### config.mk
export PLATFORM = sky130hd
export DESIGN_NAME = mult_pipe_param
export DESIGN_NICKNAME = d
export VERILOG_FILES = /design/src/rtl/dctq_mult_pkg.sv /design/src/rtl/mult_add_level.sv /design/src/rtl/mult_pipe_param.sv
export SDC_FILE = /design/constraint.sdc
export NUM_CORES = 1
export LEC_CHECK = 0
export BUFFER_PORTS_ARGS = -buffer_cell sky130_fd_sc_hd__buf_2
export CAP_MARGIN = 20
export CELL_PAD_IN_SITES_DETAIL_PLACEMENT = 1
export CELL_PAD_IN_SITES_GLOBAL_PLACEMENT = 1
export CORE_UTILIZATION = 50
export DETAILED_ROUTE_END_ITERATION = 6
export PLACE_DENSITY = 0.86
export SLEW_MARGIN = 30
export SYNTH_ARGS = -nofsm -noshare
export SYNTH_HDL_FRONTEND = slang
export SYNTH_HIERARCHICAL = 1
export SYNTH_SLANG_ARGS = --single-unit
### constraint.sdc
create_clock -name clk -period 2.9 [get_ports clk]
set_input_delay 0.145 -clock clk [delete_from_list [all_inputs] [get_ports clk]]
set_output_delay 0.145 -clock clk [all_outputs]
set_load 0.005 [all_outputs]
### src/rtl/dctq_mult_pkg.sv
// Shared constants and elaboration helpers for the DCTQ pipelined multiplier lanes.
package dctq_mult_pkg;

    localparam int unsigned DctqAW   = 8;
    localparam int unsigned DctqBW   = 8;
    localparam int unsigned DctqTagW = 6;

    function automatic int unsigned clog2(input int unsigned v);
        int unsigned r;
        int unsigned p;
        r = 0;
        p = 1;
        while (p < v) begin
            p = p * 2;
            r = r + 1;
        end
        return r;
    endfunction

    function automatic int unsigned mult_lat(input int unsigned bw);
        return 2 + clog2(bw);
    endfunction

    // Number of operands left in the adder tree after k pairwise levels.
    function automatic int unsigned level_n(input int unsigned n0, input int unsigned k);
        int unsigned n;
        n = n0;
        for (int unsigned i = 0; i < k; i++) begin
            n = (n + 1) / 2;
        end
        return n;
    endfunction

endpackage

### src/rtl/mult_add_level.sv
// One registered adder-tree level: sums adjacent operand pairs, an odd last operand passes through.
module mult_add_level #(
    parameter int unsigned N  = 8,
    parameter int unsigned W  = 16,
    parameter int unsigned SW = 9
) (
    input  logic                      clk,
    input  logic                      rst_n,
    input  logic                      ce_i,
    input  logic                      valid_i,
    input  logic [SW-1:0]             side_i,
    input  logic [N-1:0][W-1:0]       data_i,
    output logic                      valid_o,
    output logic [SW-1:0]             side_o,
    output logic [(N+1)/2-1:0][W-1:0] data_o
);

    localparam int unsigned NO = (N + 1) / 2;

    logic [NO-1:0][W-1:0] sum_d;
    logic [NO-1:0][W-1:0] sum_q;
    logic                 valid_q;
    logic [SW-1:0]        side_q;

    for (genvar i = 0; i < NO; i++) begin : g_pair
        if (2 * i + 1 < N) begin : g_add
            assign sum_d[i] = data_i[2*i] + data_i[2*i+1];
        end else begin : g_pass
            assign sum_d[i] = data_i[2*i];
        end
    end

    always_ff @(posedge clk or negedge rst_n) begin
        if (!rst_n) begin
            sum_q   <= '0;
            valid_q <= 1'b0;
            side_q  <= '0;
        end else if (ce_i) begin
            sum_q   <= sum_d;
            valid_q <= valid_i;
            side_q  <= side_i;
        end
    end

    assign data_o  = sum_q;
    assign valid_o = valid_q;
    assign side_o  = side_q;

endmodule

### src/rtl/mult_pipe_param.sv
// Pipelined sign/magnitude multiplier with per-transaction signedness, tag sideband and
// whole-pipeline stall on valid/ready.
module mult_pipe_param
    import dctq_mult_pkg::*;
#(
    parameter int unsigned A_W   = DctqAW,
    parameter int unsigned B_W   = DctqBW,
    parameter int unsigned TAG_W = DctqTagW
) (
    input  logic               clk,
    input  logic               rst_n,
    input  logic               in_valid_i,
    output logic               in_ready_o,
    input  logic [A_W-1:0]     a_i,
    input  logic [B_W-1:0]     b_i,
    input  logic               a_signed_i,
    input  logic               b_signed_i,
    input  logic [TAG_W-1:0]   in_tag_i,
    output logic               out_valid_o,
    input  logic               out_ready_i,
    output logic [A_W+B_W-1:0] result_o,
    output logic               out_signed_o,
    output logic [TAG_W-1:0]   out_tag_o
);

    localparam int unsigned PW = A_W + B_W;
    localparam int unsigned NL = clog2(B_W);
    localparam int unsigned SW = TAG_W + 3;

    logic ce;

    logic             a_neg;
    logic             b_neg;
    logic [A_W-1:0]   mag_a_d, mag_a_q;
    logic [B_W-1:0]   mag_b_d, mag_b_q;
    logic             s1_valid_q;
    logic             s1_neg_q;
    logic             s1_zero_q;
    logic             s1_sgn_q;
    logic [TAG_W-1:0] s1_tag_q;
    logic [SW-1:0]    s1_side;

    logic [B_W-1:0][PW-1:0] pp;

    logic             fin_valid;
    logic [SW-1:0]    fin_side;
    logic [PW-1:0]    fin_mag;
    logic [PW-1:0]    result_d, result_q;
    logic             out_valid_q;
    logic             out_signed_q;
    logic [TAG_W-1:0] out_tag_q;

    assign ce         = out_ready_i | ~out_valid_q;
    assign in_ready_o = ce;

    always_comb begin
        a_neg   = a_signed_i & a_i[A_W-1];
        b_neg   = b_signed_i & b_i[B_W-1];
        // Negating the most negative value yields 2^(W-1), which still fits as unsigned.
        mag_a_d = a_neg ? (~a_i) + A_W'(1) : a_i;
        mag_b_d = b_neg ? (~b_i) + B_W'(1) : b_i;
    end

    always_ff @(posedge clk or negedge rst_n) begin
        if (!rst_n) begin
            mag_a_q    <= '0;
            mag_b_q    <= '0;
            s1_valid_q <= 1'b0;
            s1_neg_q   <= 1'b0;
            s1_zero_q  <= 1'b0;
            s1_sgn_q   <= 1'b0;
            s1_tag_q   <= '0;
        end else if (ce) begin
            mag_a_q    <= mag_a_d;
            mag_b_q    <= mag_b_d;
            s1_valid_q <= in_valid_i;
            s1_neg_q   <= a_neg ^ b_neg;
            s1_zero_q  <= (a_i == '0) | (b_i == '0);
            s1_sgn_q   <= a_signed_i | b_signed_i;
            s1_tag_q   <= in_tag_i;
        end
    end

    assign s1_side = {s1_neg_q, s1_zero_q, s1_sgn_q, s1_tag_q};

    always_comb begin
        for (int i = 0; i < B_W; i++) begin
            pp[i] = mag_b_q[i] ? (PW'(mag_a_q) << i) : '0;
        end
    end

    // Full product width at every level, so no carry can be dropped.
    for (genvar k = 1; k <= NL; k++) begin : g_lvl
        localparam int unsigned NI = level_n(B_W, k - 1);
        localparam int unsigned NO = level_n(B_W, k);

        logic [NI-1:0][PW-1:0] din;
        logic                  vin;
        logic [SW-1:0]         sin;
        logic [NO-1:0][PW-1:0] dout;
        logic                  vout;
        logic [SW-1:0]         sout;

        if (k == 1) begin : g_first
            assign din = pp;
            assign vin = s1_valid_q;
            assign sin = s1_side;
        end else begin : g_next
            assign din = g_lvl[k-1].dout;
            assign vin = g_lvl[k-1].vout;
            assign sin = g_lvl[k-1].sout;
        end

        mult_add_level #(
            .N  (NI),
            .W  (PW),
            .SW (SW)
        ) u_level (
            .clk     (clk),
            .rst_n   (rst_n),
            .ce_i    (ce),
            .valid_i (vin),
            .side_i  (sin),
            .data_i  (din),
            .valid_o (vout),
            .side_o  (sout),
            .data_o  (dout)
        );
    end

    assign fin_valid = g_lvl[NL].vout;
    assign fin_side  = g_lvl[NL].sout;
    assign fin_mag   = g_lvl[NL].dout[0];

    always_comb begin
        if (fin_side[SW-2]) begin
            result_d = '0;
        end else if (fin_side[SW-1]) begin
            result_d = (~fin_mag) + PW'(1);
        end else begin
            result_d = fin_mag;
        end
    end

    always_ff @(posedge clk or negedge rst_n) begin
        if (!rst_n) begin
            out_valid_q  <= 1'b0;
            result_q     <= '0;
            out_signed_q <= 1'b0;
            out_tag_q    <= '0;
        end else if (ce) begin
            out_valid_q  <= fin_valid;
            result_q     <= result_d;
            out_signed_q <= fin_side[SW-3];
            out_tag_q    <= fin_side[TAG_W-1:0];
        end
    end

    assign out_valid_o  = out_valid_q;
    assign result_o     = result_q;
    assign out_signed_o = out_signed_q;
    assign out_tag_o    = out_tag_q;

endmodule

==> results of run 1 <==
==> registers in the layout, indices dropped and copies added (netlist names) <==
| name | count |
|---|---|
| g_lvl.u_level/data_o | 112 |
| g_lvl.u_level/side_o | 27 |
| g_lvl.u_level/valid_o | 3 |
| g_lvl.vin | 1 |
| mag_a_q | 8 |
| mag_b_q | 8 |
| out_signed_o | 1 |
| out_tag_o | 6 |
| out_valid_o | 1 |
| result_o | 16 |
| s1_neg_q | 1 |
| s1_sgn_q | 1 |
| s1_tag_q | 6 |
| s1_zero_q | 1 |
==> Yosys cell counts, types with 8 or more instances <==
library cell  number  area [um^2]
dfrtp_1          192         4805
nand2_1          150        563.0
ha_1             108         1351
a21oi_1           98        490.5
mux2_2            89         1002
nor2_1            80        300.3
and2_1            69        431.7
o21ai_0           68        340.3
xnor2_1           59        516.8
clkbuf_1          42        157.7
a21o_1            33        247.7
xor2_1            29        254.0
inv_1             26        97.59
a211oi_1          21        157.7
o21ai_1           19        95.09
nand3_1           18        90.09
nor3_1            18        90.09
o31ai_1           17        127.6
a31oi_1           16        100.1
o211ai_1          15        112.6
o21bai_1          15        112.6
o21a_1            12        90.09
a22o_1            11        96.34
nand4_1           11        68.82
and3_1            10        62.56
nor2b_1           10        62.56
nand2b_1           8        50.05
nor4_1             8        50.05
==> final cells by class <==
class / instances / share of cell area
Clock buffer: 17 / 0.02861
Timing Repair Buffer: 77 / 0.03407
Tap cell: 335 / 0.02818
Multi-Input combinational cell: 1189 / 0.5646
Inverter: 28 / 0.007404
Sequential cell: 192 / 0.3231
Clock inverter: 15 / 0.01405
==> power by group <==
part / switching, mW / internal (mW) / total (mW)
Combinational: 5.37 / 4.28 / 9.65
Sequential: 1.14 / 3.96 / 5.10
Clock: 1.28 / 1.19 / 2.47
Total: 7.80 / 9.43 / 17.2
==> worst max-delay path by stage <==
stage | end | slack (ns) | depth (start not counted)
floorplan | g_lvl[2].u_level/data_o[8] | 0.53 | 8
global placement | g_lvl[2].u_level/data_o[8] | 0.43 | 8
detailed placement | g_lvl[2].u_level/data_o[8] | 0.33 | 8
CTS | g_lvl[2].u_level/data_o[8] | 0.26 | 8
global route | g_lvl[2].u_level/data_o[8] | 0.09 | 8
finish | g_lvl[2].u_level/data_o[8] | 0.22 | 8
==> per-layer routing <==
metal | GRT usage | share of wire | routed length, um
met1 | 0.3446 | 0.45 | 16270
met2 | 0.4885 | 0.51 | 18520
met3 | 0.03265 | 0.024 | 875
met4 | 0.08549 | 0.021 | 779
met5 | 0 | 0 | 0
==> cell families after synthesis <==
group / after synthesis / share of synthesized area
xor+xnor: 88 / 0.05818
compound gates: 397 / 0.2017
flops: 192 / 0.3627
buf+inv: 78 / 0.02361
other cells: 1 / 0.0002831
fa+ha+maj: 115 / 0.1126
mux: 96 / 0.08132
simple gates: 423 / 0.1596
==> worst reg2reg max path, cell delays in order (launching register included) <==
cell	delay, ns
dfrtp_1	0.41
ha_1	0.25
fa_1	0.50
a211oi_2	0.32
o21bai_1	0.17
a211o_1	0.34
a31oi_1	0.21
xnor2_1	0.10
mux2_2	0.27
==> impl_metrics.csv, run 1 <==
group,metric,value,unit
drt,drc,0,
power,p_per_area,1158,nW/um^2
global_routing,grt_overflow,0,
drt,drt-total-wl,36450,um
setup_path,r2r_end,"g_lvl[2].u_level/data_o[8]",
clock_network,cts.repair_timing.setup_buffer_count,0,
synth,ys_async_sr_fraction,1.000,
setup_path,end_kind,"flip-flop",
finish,regArea,4805,um^2
finish,area_delta_synth_final,12.26,%
floorplan,ioPinCount,53,
hold_path,hold_path_startpoint,"a_i[6]",
drt,via_per_inst,5.949,
finish,diodes,0,
hold_path,whs_endpoint,"mag_a_q[6]",
place,numPortBuffers,52,
timing,clock.fmax,0.3738,GHz
drt,dr.pass1.iters,7,
synth,seq_area_frac_synth,0.3627,
floorplan,die_w,164.8,um
timing,worst_slew_pin_slew,0.7221,ns
timing,setup_viol,0,
setup_path,path_max_fanout,3,
setup_path,r2r_slack,0.22,ns
timing,finClkSkew,0.01102,ns
clock_network,clock-sinks,192,
synth,avgSynthCellArea,9.531,um^2
run_status,status,"finished, final reports clean",
clock_network,cts_buffers,17,
finish,stdcell_area,14870,um^2
finish,multiInputGateArea,8397,um^2
hold_path,hp-class,"primary input to flip-flop",
setup_path,startpoint_type,"flip-flop",
drt,ant_nets,0,
timing,whs,0.005488,ns
flow_run,maxCapViolations,0,
setup_path,crit_path_start,"g_lvl[1].u_level/data_o[0]",
clock_network,ctsHoldBuffers,10,
setup_path,worst-setup-path-type,"flip-flop to flip-flop",
power,ir_worst_vdd,845.9,uV
timing,hold_viol,0,
finish,final_cell_mix,"192 x dfrtp_1, 150 x nand2_1, 108 x ha_1",
setup_path,crit_slowest_cell,"fa_1",
finish,fin_cells,1853,
setup_path,reg2reg_from,"g_lvl[1].u_level/data_o[0]",
setup_path,crit_family,"compound AO/OA/AOI/OAI gates",
synth,synth-main-ff-cell,"dfrtp_1",
synth,synth-seq-cells,192,
clock_network,worst_skew_pair.late_latency,0.45,ns
setup_path,rr_worst_depth,8,
clock_network,cts_max_level,4,
global_routing,antenna_found_initial,1,
finish,nets,1648,
timing,maxSlewViolCount,0,
synth,yosys_warnings,6,
timing,fin_setup_tns,0,ns
place,globalplace.congestion,0.8484,
clock_network,cts_tree,"yes",
global_routing,track_usage,0.2743,
floorplan,row_count,59,
power,leakage,6.915,nW
drt,wl_per_cell,19.67,um
synth,synth-edff-count,0,
floorplan,die_area,27150,um^2
finish,final_util,0.5707,
global_routing,grt_pass1_wl,58910,um
setup_path,worstPathRequired,3.23,ns
timing,period_minus_slack,2.675,ns
timing,post-route-period-util,0.9224,
floorplan,core-area,26060,um^2
clock_network,clkSlewWorstSetupHoldPaths,0.08,ns
clock_network,ctsRootBufferMaster,"clkbuf_16",
place,dp_cells,1811,
drt,dr_total_vias,11020,
setup_path,crit_arrival,3.00,ns
clock_network,cts_resized,0,
floorplan,initial_utilization,0.5084,
global_routing,grt_max_degree,80,
synth,synth_area,13250,um^2
finish,fillers,2989,
place,pre_cts_slack,0.3264,ns
setup_path,max_stage_delay,0.50,ns
finish,drive_above_1_share,0.1403,
place,placed_area,14140,um^2
place,dp_hpwl,25710,um
synth,ys_types,87,
timing,worst_slack,0.2249,ns
setup_path,critPathBufInv,0,
timing,grt_setup_unrepaired,"false",
drt,drtIter0Drc,639,
floorplan,die_height,164.8,um
timing,relSlewSlack,0.5186,
clock_network,clk_path_buf_depth,2,
global_routing,grt_pass1_vias,11450,
hold_path,whs_path_depth,3,
power,p_total,17.22,mW
finish,final_common_cell,"dfrtp_1",
synth,syn_inst,1390,
setup_path,path_cells,"ha_1 > fa_1 > a211oi_2 > o21bai_1 > a211o_1 > a31oi_1 > xnor2_1 > mux2_2",
Note: power is estimated with default switching activity, not from simulation.
==> run 2: changes to the inputs <==
--- a/config.mk
+++ b/config.mk
@@ -9,9 +9,11 @@
 export CAP_MARGIN = 20
 export CELL_PAD_IN_SITES_DETAIL_PLACEMENT = 1
 export CELL_PAD_IN_SITES_GLOBAL_PLACEMENT = 1
-export CORE_UTILIZATION = 50
+export CORE_UTILIZATION = 51
+export CTS_BUF_LIST = sky130_fd_sc_hd__clkbuf_8
 export DETAILED_ROUTE_END_ITERATION = 6
-export PLACE_DENSITY = 0.86
+export PLACE_DENSITY = 0.87
+export REMOVE_ABC_BUFFERS = 1
 export SLEW_MARGIN = 30
 export SYNTH_ARGS = -nofsm -noshare
 export SYNTH_HDL_FRONTEND = slang
==> impl_metrics.csv, run 2 (synthesis gave the netlist of run 1 again) <==
group,metric,value,unit
floorplan,row_count,58,
finish,area_delta_synth_final,10.83,%
clock_network,cts.repair_timing.setup_buffer_count,0,
timing,whs,0.02413,ns
floorplan,initial_utilization,0.5231,
global_routing,grt_pass1_wl,59570,um
timing,clock.fmax,0.3750,GHz
finish,nets,1654,
floorplan,core-area,25330,um^2
setup_path,max_stage_delay,0.49,ns
floorplan,ioPinCount,53,
global_routing,grt_pass1_vias,11800,
global_routing,grt_max_degree,77,
floorplan,die_height,163.2,um
finish,stdcell_area,14680,um^2
drt,drtIter0Drc,552,
setup_path,worst-setup-path-type,"flip-flop to flip-flop",
finish,fillers,2933,
power,netSwitchingPower,7.578,mW
hold_path,hp-class,"primary input to flip-flop",
power,p_total,16.44,mW
finish,final_common_cell,"dfrtp_1",
global_routing,grt_overflow,0,
floorplan,die_w,163.2,um
power,leakage,6.826,nW
drt,dr_total_vias,10960,
timing,hold_viol,0,
setup_path,critPathBufInv,0,
run_status,status,"finished, final reports clean",
drt,wl_per_cell,19.40,um
power,combPwrFrac,0.583,
clock_network,ctsRootBufferMaster,"clkbuf_8",
setup_path,startpoint_type,"flip-flop",
finish,diodes,0,
power,clkPwrFrac,0.107,
power,p_sw_frac,0.4609,
global_routing,antenna_found_initial,0,
clock_network,clkSlewWorstSetupHoldPaths,0.12,ns
power,p_per_area,1120,nW/um^2
timing,maxSlewViolCount,0,
clock_network,worst_skew_pair.late_latency,0.49,ns
drt,via_per_inst,5.912,
drt,ant_nets,0,
timing,post-route-period-util,0.9195,
timing,finClkSkew,0.02370,ns
setup_path,crit_family,"compound AO/OA/AOI/OAI gates",
drt,dr.pass1.iters,5,
finish,drive_above_1_share,0.1366,
setup_path,worstPathRequired,3.26,ns
place,dp_hpwl,26650,um
setup_path,crit_slowest_cell,"dfrtp_1",
power,intPower,8.864,mW
setup_path,end_kind,"flip-flop",
clock_network,cts_max_level,4,
power,p_seq_frac,0.309,
drt,drc,0,
power,ir_worst_vdd,546.2,uV
place,placed_area,14100,um^2
finish,final_cell_mix,"192 x dfrtp_1, 150 x nand2_1, 108 x ha_1",
finish,largest_reg_flops,112,
drt,drt-total-wl,35950,um
place,globalplace.congestion,0.8685,
clock_network,clock-sinks,192,
setup_path,path_max_fanout,9,
timing,worst_slew_pin_slew,0.7960,ns
timing,setup_viol,0,
timing,relSlewSlack,0.4674,
floorplan,die_area,26620,um^2
global_routing,track_usage,0.2825,
clock_network,cts_tree,"yes",
setup_path,path_cells,"and2_1 > ha_1 > a21o_1 > or3_1 > o211ai_1 > o21ai_1 > xor2_1 > mux2_2",
place,numPortBuffers,52,
clock_network,cts_buffers,17,
flow_run,maxCapViolations,0,
timing,period_minus_slack,2.667,ns
clock_network,clk_path_buf_depth,2,
timing,grt_setup_unrepaired,"false",
setup_path,crit_arrival,3.03,ns
-- run 2: area by class of cell --
type / instances / area [um^2] / share of cell area
Multi-Input combinational cell: 1189 / 8397 / 0.5719
Sequential cell: 192 / 4805 / 0.3272
Timing Repair Buffer: 83 / 576.8 / 0.03928
Tap cell: 330 / 412.9 / 0.02812
Clock buffer: 17 / 234.0 / 0.01594
Clock inverter: 14 / 147.6 / 0.01006
Inverter: 28 / 110.1 / 0.007499
-- run 2: power by group through the flow --
stage / Combinational (mW) / Clock [mW] / Sequential [mW]
finish: 9.59 / 1.77 / 5.08
global placement: 8.71 / 0 / 4.99
CTS: 9.46 / 1.80 / 5.08
detailed placement: 9.26 / 0 / 5.12
global route: 10.5 / 1.89 / 5.24
floorplan: 7.15 / 0 / 4.68
-- run 2: tightest hold or removal path, cell delays in order --
cell and delay [ns]:
buf_2 0.10, xor2_1 0.07, o21ai_0 0.15
-- run 2: per-layer routing --
| layer | wire length, um | track usage |
|---|---|---|
| met4 | 1033 | 0.09983 |
| met5 | 0 | 0 |
| met2 | 18090 | 0.5031 |
| met3 | 1220 | 0.04672 |
| met1 | 15610 | 0.3413 |
-- run 2: final timing paths --
check | slack [ns] | start | cells after the start | end
max | 0.23 | mag_a_q[1] | 8 | g_lvl[1].u_level/data_o[43]
max reg2reg | 0.23 | mag_a_q[1] | 8 | g_lvl[1].u_level/data_o[43]
min in group asynchronous | 0.24 | rst_n | 2 | result_o[11]
min reg2reg | 0.48 | out_tag_o[5] | 2 | out_tag_o[5]
min | 0.02 | b_i[6] | 3 | mag_b_q[6]
max in group asynchronous | 1.92 | rst_n | 3 | g_lvl[2].u_level/data_o[18]
-- run 2: repair_timing --
item / CTS / global route
hold buffers: 19 / 1
hold endpoints to repair: 90 / 1
gates resized for setup: 0 / 0
-- run 2: through the flow --
step                      cells  TNS, ns  worst slack [ns]  utilization
final                      1853        0            0.2335       0.5797
after global routing       1853        0           0.09754       0.5797
after CTS                  1852        0            0.2652       0.5793
after detailed placement   1802        0            0.3282       0.5568
after global placement     1802        0            0.4397       0.5568
after floorplan            1409  -701.54            -4.962            -
